<file path="config.mk">
export PLATFORM = sky130hd
export DESIGN_NAME = irq_ctrl
export DESIGN_NICKNAME = d
export VERILOG_FILES = /design/src/rtl/irq_ctrl_pkg.sv /design/src/rtl/irq_sync_edge.sv /design/src/rtl/irq_ctrl.sv
export SDC_FILE = /design/constraint.sdc
export NUM_CORES = 1
export LEC_CHECK = 0
export ABC_AREA = 1
export CELL_PAD_IN_SITES_DETAIL_PLACEMENT = 0
export CELL_PAD_IN_SITES_GLOBAL_PLACEMENT = 1
export CORE_ASPECT_RATIO = 1.75
export CORE_MARGIN = 3
export CORE_UTILIZATION = 38
export CTS_CLUSTER_DIAMETER = 60
export DETAILED_ROUTE_END_ITERATION = 8
export PLACE_DENSITY_LB_ADDON = 0.3
export SLEW_MARGIN = 40
export SYNTH_ARGS = -nofsm -noshare
export SYNTH_HDL_FRONTEND = slang
export SYNTH_HIERARCHICAL = 1
export SYNTH_SLANG_ARGS = --single-unit
</file>
<file path="constraint.sdc">
create_clock -name cpu_clk -period 2.4 [get_ports cpu_clk]
set_input_delay 0.72 -clock cpu_clk [delete_from_list [all_inputs] [get_ports cpu_clk]]
set_output_delay 0.72 -clock cpu_clk [all_outputs]
set_load 0.05 [all_outputs]
</file>
<file path="src/rtl/irq_ctrl_pkg.sv">
// Shared constants for the interrupt controller: register offsets, the global
// enable bit position and the fixed board source-index assignment.
package irq_ctrl_pkg;

   localparam logic [1:0] IRQ_REG_PEND   = 2'd0;
   localparam logic [1:0] IRQ_REG_MASK   = 2'd1;
   localparam logic [1:0] IRQ_REG_VECTOR = 2'd2;
   localparam logic [1:0] IRQ_REG_EDGE   = 2'd3;

   localparam int IRQ_GIE_BIT = 15;

   // Source wiring at the top level; lower index means higher priority.
   localparam int IRQ_SRC_PS2     = 0;
   localparam int IRQ_SRC_UART_RX = 1;
   localparam int IRQ_SRC_SPI     = 2;
   localparam int IRQ_SRC_FREQGEN = 3;

   function automatic logic [15:0] vector_word(input logic any, input logic [3:0] id);
      return {any, 11'b0, id};
   endfunction

endpackage

</file>
<file path="src/rtl/irq_sync_edge.sv">
// Per-source synchronizer with a rising-edge detector on the synchronized level.
module irq_sync_edge #(
   parameter int SYNC_STAGES = 2
) (
   input  logic cpu_clk,
   input  logic rst_in,
   input  logic in,
   output logic level,
   output logic rise
);

   logic prev;

   generate
      if (SYNC_STAGES == 0) begin : g_bypass
         assign level = in;
      end else begin : g_sync
         logic [SYNC_STAGES-1:0] sync;

         always_ff @(posedge cpu_clk or negedge rst_in) begin
            if (!rst_in) begin
               sync <= '0;
            end else begin
               sync[0] <= in;
               for (int k = 1; k < SYNC_STAGES; k++) sync[k] <= sync[k-1];
            end
         end

         assign level = sync[SYNC_STAGES-1];
      end
   endgenerate

   always_ff @(posedge cpu_clk or negedge rst_in) begin
      if (!rst_in) prev <= 1'b0;
      else         prev <= level;
   end

   assign rise = level & ~prev;

endmodule

</file>
<file path="src/rtl/irq_ctrl.sv">
// Memory-mapped interrupt controller: latches per-source requests, masks them,
// reports the highest-priority pending id and drives a registered irq line.
module irq_ctrl
   import irq_ctrl_pkg::*;
#(
   parameter int NSRC        = 8,
   parameter int SYNC_STAGES = 2
) (
   input  logic            cpu_clk,
   input  logic            rst_in,
   input  logic [NSRC-1:0] src,
   input  logic [1:0]      reg_addr,
   input  logic [15:0]     wr_data,
   input  logic            wr,
   input  logic            read_done,
   output logic [15:0]     rd_data,
   output logic            irq
);

   logic [NSRC-1:0] level;
   logic [NSRC-1:0] rise;
   logic [NSRC-1:0] pending;
   logic [NSRC-1:0] mask;
   logic [NSRC-1:0] edge_cfg;
   logic [NSRC-1:0] active;
   logic [NSRC-1:0] clr;
   logic            gie;
   logic            any;
   logic            ack;
   logic            wr_pend;
   logic [3:0]      id;
   logic            unused_wr_bits;

   genvar g;
   generate
      for (g = 0; g < NSRC; g++) begin : g_src
         irq_sync_edge #(
            .SYNC_STAGES(SYNC_STAGES)
         ) u_sync (
            .cpu_clk(cpu_clk),
            .rst_in (rst_in),
            .in     (src[g]),
            .level  (level[g]),
            .rise   (rise[g])
         );
      end
   endgenerate

   assign active = pending & mask;
   assign any    = |active;

   // Scan from high to low so the lowest active index is the last one written.
   always_comb begin
      id = '0;
      for (int i = NSRC - 1; i >= 0; i--) begin
         if (active[i]) id = 4'(i);
      end
   end

   assign ack     = read_done && (reg_addr == IRQ_REG_VECTOR) && any;
   assign wr_pend = wr && (reg_addr == IRQ_REG_PEND);

   always_comb begin
      clr = '0;
      for (int i = 0; i < NSRC; i++) begin
         clr[i] = (wr_pend && wr_data[i]) || (ack && (id == 4'(i)));
      end
   end

   // Edge sources latch and hold until cleared, with a new edge beating a clear;
   // level sources simply mirror the synchronized line.
   always_ff @(posedge cpu_clk or negedge rst_in) begin
      if (!rst_in) begin
         pending <= '0;
      end else begin
         for (int i = 0; i < NSRC; i++) begin
            if (edge_cfg[i]) pending[i] <= rise[i] | (pending[i] & ~clr[i]);
            else             pending[i] <= level[i];
         end
      end
   end

   always_ff @(posedge cpu_clk or negedge rst_in) begin
      if (!rst_in) begin
         mask     <= '0;
         gie      <= 1'b0;
         edge_cfg <= '0;
      end else if (wr) begin
         if (reg_addr == IRQ_REG_MASK) begin
            mask <= wr_data[NSRC-1:0];
            gie  <= wr_data[IRQ_GIE_BIT];
         end
         if (reg_addr == IRQ_REG_EDGE) edge_cfg <= wr_data[NSRC-1:0];
      end
   end

   always_ff @(posedge cpu_clk or negedge rst_in) begin
      if (!rst_in) irq <= 1'b0;
      else         irq <= gie & any;
   end

   always_comb begin
      rd_data = '0;
      case (reg_addr)
         IRQ_REG_PEND: rd_data[NSRC-1:0] = pending;
         IRQ_REG_MASK: begin
            rd_data[NSRC-1:0]   = mask;
            rd_data[IRQ_GIE_BIT] = gie;
         end
         IRQ_REG_VECTOR: rd_data = vector_word(any, id);
         IRQ_REG_EDGE:   rd_data[NSRC-1:0] = edge_cfg;
         default:        rd_data = '0;
      endcase
   end

   assign unused_wr_bits = &{1'b0, wr_data};

endmodule

</file>
==> flow_metrics.tcl <==
set metrics [dict create \
    status "finished with violations" \
    violations "negative setup slack" \
    seq_area_frac_synth 0.538 \
    r2r_end "pending[7]" \
    io_buffers 32 \
    cts_tree "yes" \
    drcViolationCount 0 \
    synthArstFlopShare 1.00 \
    gp_congestion 0.859 \
    cts.path.max_buffers 2 \
    rsz0062_at_grt "yes" \
    overflow 0 \
    p_int_mw 1.71 \
    route.met2.wl_mm 2.72 \
    reg2reg_slack_ns 0.92 \
    firstDrtPassIters 4 \
    dr_wl_met3_um 162 \
    p_comb_frac 0.302 \
    postSynthCellCount 264 \
    clock-sinks 50 \
    io_pins 47 \
    wl_met1_mm 2.08 \
    hold_path.class "flop to flop" \
    fmax_mhz 407 \
    end_kind "primary output" \
    cp-start-kind "input pin" \
    insertion_delay_ns 0.30 \
    maxCapViolCount 0 \
    place_hpwl_mm 3.76 \
    power.density_mw_per_mm2 729 \
    antenna_cells 0 \
    hold_violations 0 \
    synthTopCellsByCount "50 x dfrtp_1, 45 x nand2_1, 40 x inv_1, 27 x nor2_1, 24 x o21ai_0" \
    leakage_nw 1.58 \
    power_mw 2.49 \
    synth.most_common_cell "dfrtp_1" \
    row_count 37 \
    vias 1819 \
    area_growth_pct 46.7 \
    cts-root-buf "clkbuf_8" \
    wl_per_cell_um 12.9 \
    grt_pass1_vias 1769 \
    die_x_um 65.1 \
    worst_ep_required_time_ns 1.68 \
    dieArea_mm2 0.00713 \
    layout-drive-gt1-share 0.325 \
    synth_top_area_share 0.538 \
    synth-edff-count 0 \
    slew_violations 0 \
    finalClockSkew_ns 0.00372 \
    grt_usage 0.158 \
    finalCriticalPeriod_ns 2.46 \
    drt_iter0_drc 76 \
    seqPwrFrac 0.410 \
    finalCritPeriodShare 1.02 \
    synth_cell_types 26 \
    cp-endpoint "rd_data[15]" \
    die_y_um 109 \
    worstSetupPathType "input pin to primary output" \
    crit_arrival_ns 1.74 \
    ys_ff_latch 50 \
    synth_top_cell_by_area "dfrtp_1" \
    setup_viol 9 \
    setup_tns_ns -0.268 \
    crit_start "reg_addr[0]" \
    p_sw_mw 0.778 \
    ir_worst_vdd_mv 0.359 \
    dr.max_layer_used "met4" \
    nNetsFinal 353 \
    core_area_mm2 0.00593 \
    setup_slack_ns -0.0591 \
    ys.flop_type "dfrtp_1" \
    ant_nets 0 \
    pre_cts_ws_ns -0.564 \
    cts_max_level 2 \
    worst_slew_pin_slew_ns 0.531 \
    r2r_cells 8 \
    vias_per_cell 4.57 \
    yosysWarnings 6 \
    critPathMaxFanout 2 \
    power_frac_clock 0.287 \
    slew_headroom 0.646 \
    grt_pass1_wl_mm 8.46 \
    start_util 0.393 \
    synthTopCellsByArea "dfrtp_1 54%, nand2_1 7.3%, inv_1 6.5%" \
    syn-cell-area_mm2 0.00233 \
    rr_startpoint "mask[0]" \
    worstHoldStart "g_src[1].u_sync/g_sync.sync[0]" \
    hold_buffers 0 \
    antenna_found_initial 0 \
    clk_pin_slew_ns 0.08 \
    synth.avg_cell_area_um2 8.81 \
    p_sw_frac 0.313 \
    drt-total-wl_mm 5.12 \
    grt_max_degree 30 \
    cts_buffers 5 \
]
repair_timing:
| action | 4_1_cts | 5_1_grt |
|---|---|---|
| buffers inserted | 1 | 5 |
| endpoints found under the setup margin | 9 | 9 |
| pin swaps | 6 | 3 |
| hold endpoints to repair | 0 | 0 |
| resized for setup | 45 | 9 |
state kept, by name, indices dropped and copies added, names as in the netlist:
| signal | cells |
|---|---|
| g_src.u_sync/g_sync.sync | 16 |
| edge_cfg | 8 |
| g_src.u_sync/prev | 8 |
| mask | 8 |
| pending | 8 |
| gie | 1 |
| irq | 1 |
worst min-delay path by stage:
stage / cells past startpoint / endpoint / slack, ns
2_1_floorplan: 0 / g_src[0].u_sync/g_sync.sync[1] / 0.33
3_3_place_gp: 0 / g_src[5].u_sync/g_sync.sync[1] / 0.33
3_5_place_dp: 0 / g_src[1].u_sync/g_sync.sync[1] / 0.34
4_1_cts: 0 / g_src[1].u_sync/g_sync.sync[1] / 0.36
5_1_grt: 0 / g_src[1].u_sync/g_sync.sync[1] / 0.36
6_report: 0 / g_src[1].u_sync/g_sync.sync[1] / 0.35
per-stage QoR:
| stage | area (um^2) | cells | hold slack (ns) | utilization |
|---|---|---|---|---|
| floorplan | 2440 | 270 | 0.331 | - |
| global route | 3410 | 398 | 0.364 | 0.576 |
| finish | 3410 | 398 | 0.352 | 0.576 |
| global placement | 3030 | 384 | 0.332 | 0.511 |
| CTS | 3330 | 393 | 0.356 | 0.563 |
| detailed placement | 3030 | 384 | 0.336 | 0.511 |
metal layers:
metal	track usage	vias up
met3	0.0235	11
met2	0.273	36
li1	-	920
met4	0.0786	0
met5	0	-
met1	0.191	852
cell families (layout without fill, tap and decap cells):
logic type               Yosys count  count (layout)  synth area share
AO/OA/AOI/OAI                     51              51             0.128
adder cells (fa/ha/maj)            4               4            0.0215
buffers and inverters             54             104             0.100
flip-flops                        50              50             0.538
other                              1               7           0.00161
AND/OR/NAND/NOR                  104             104             0.211
cell usage in the layout, fill, tap and decap left out, types with 2 or more instances in the layout:
cell             instances
buf_4                   10
inv_1                   37
nand4_1                  4
nor2_1                  19
a21oi_4                  7
nor2_2                  13
clkdlybuf4s50_1         20
buf_8                    2
nor3_2                   2
clkbuf_8                 6
ha_4                     4
nand2_1                 45
dfrtp_1                 50
nand3_1                  5
nand2_2                  7
inv_2                    4
nor2_4                   5
a21oi_1                  5
a221oi_2                 2
a21oi_2                 10
buf_12                  13
buf_6                    8
bufinv_16                2
o21ai_0                 24
conb_1                   7
nand2_4                  2
power by group through the flow:
stage / Sequential, mW / Clock [mW] / Combinational [mW]
after floorplan: 1.03 / 0 / 0.427
after global placement: 1.03 / 0 / 0.668
after detailed placement: 1.03 / 0 / 0.677
after CTS: 1.02 / 0.737 / 0.713
after global routing: 1.04 / 0.777 / 0.818
final: 1.02 / 0.715 / 0.752
area by class of cell:
class                   instances  area (um^2)
inverters                      42          160
multi-input cells             166         1100
clock inverters                 2         60.1
fillers                       558         2510
flip-flops and latches         50         1250
repair buffers                 54          661
well taps                      78         97.6
clock buffers                   6         82.6
worst max-delay path, stage by stage:
cell	delay (ns)
buf_8	0.10
inv_2	0.07
buf_4	0.12
ha_4	0.13
inv_1	0.05
or2_4	0.23
a21boi_4	0.17
buf_12	0.15
Note: power is estimated with default switching activity, not from simulation.
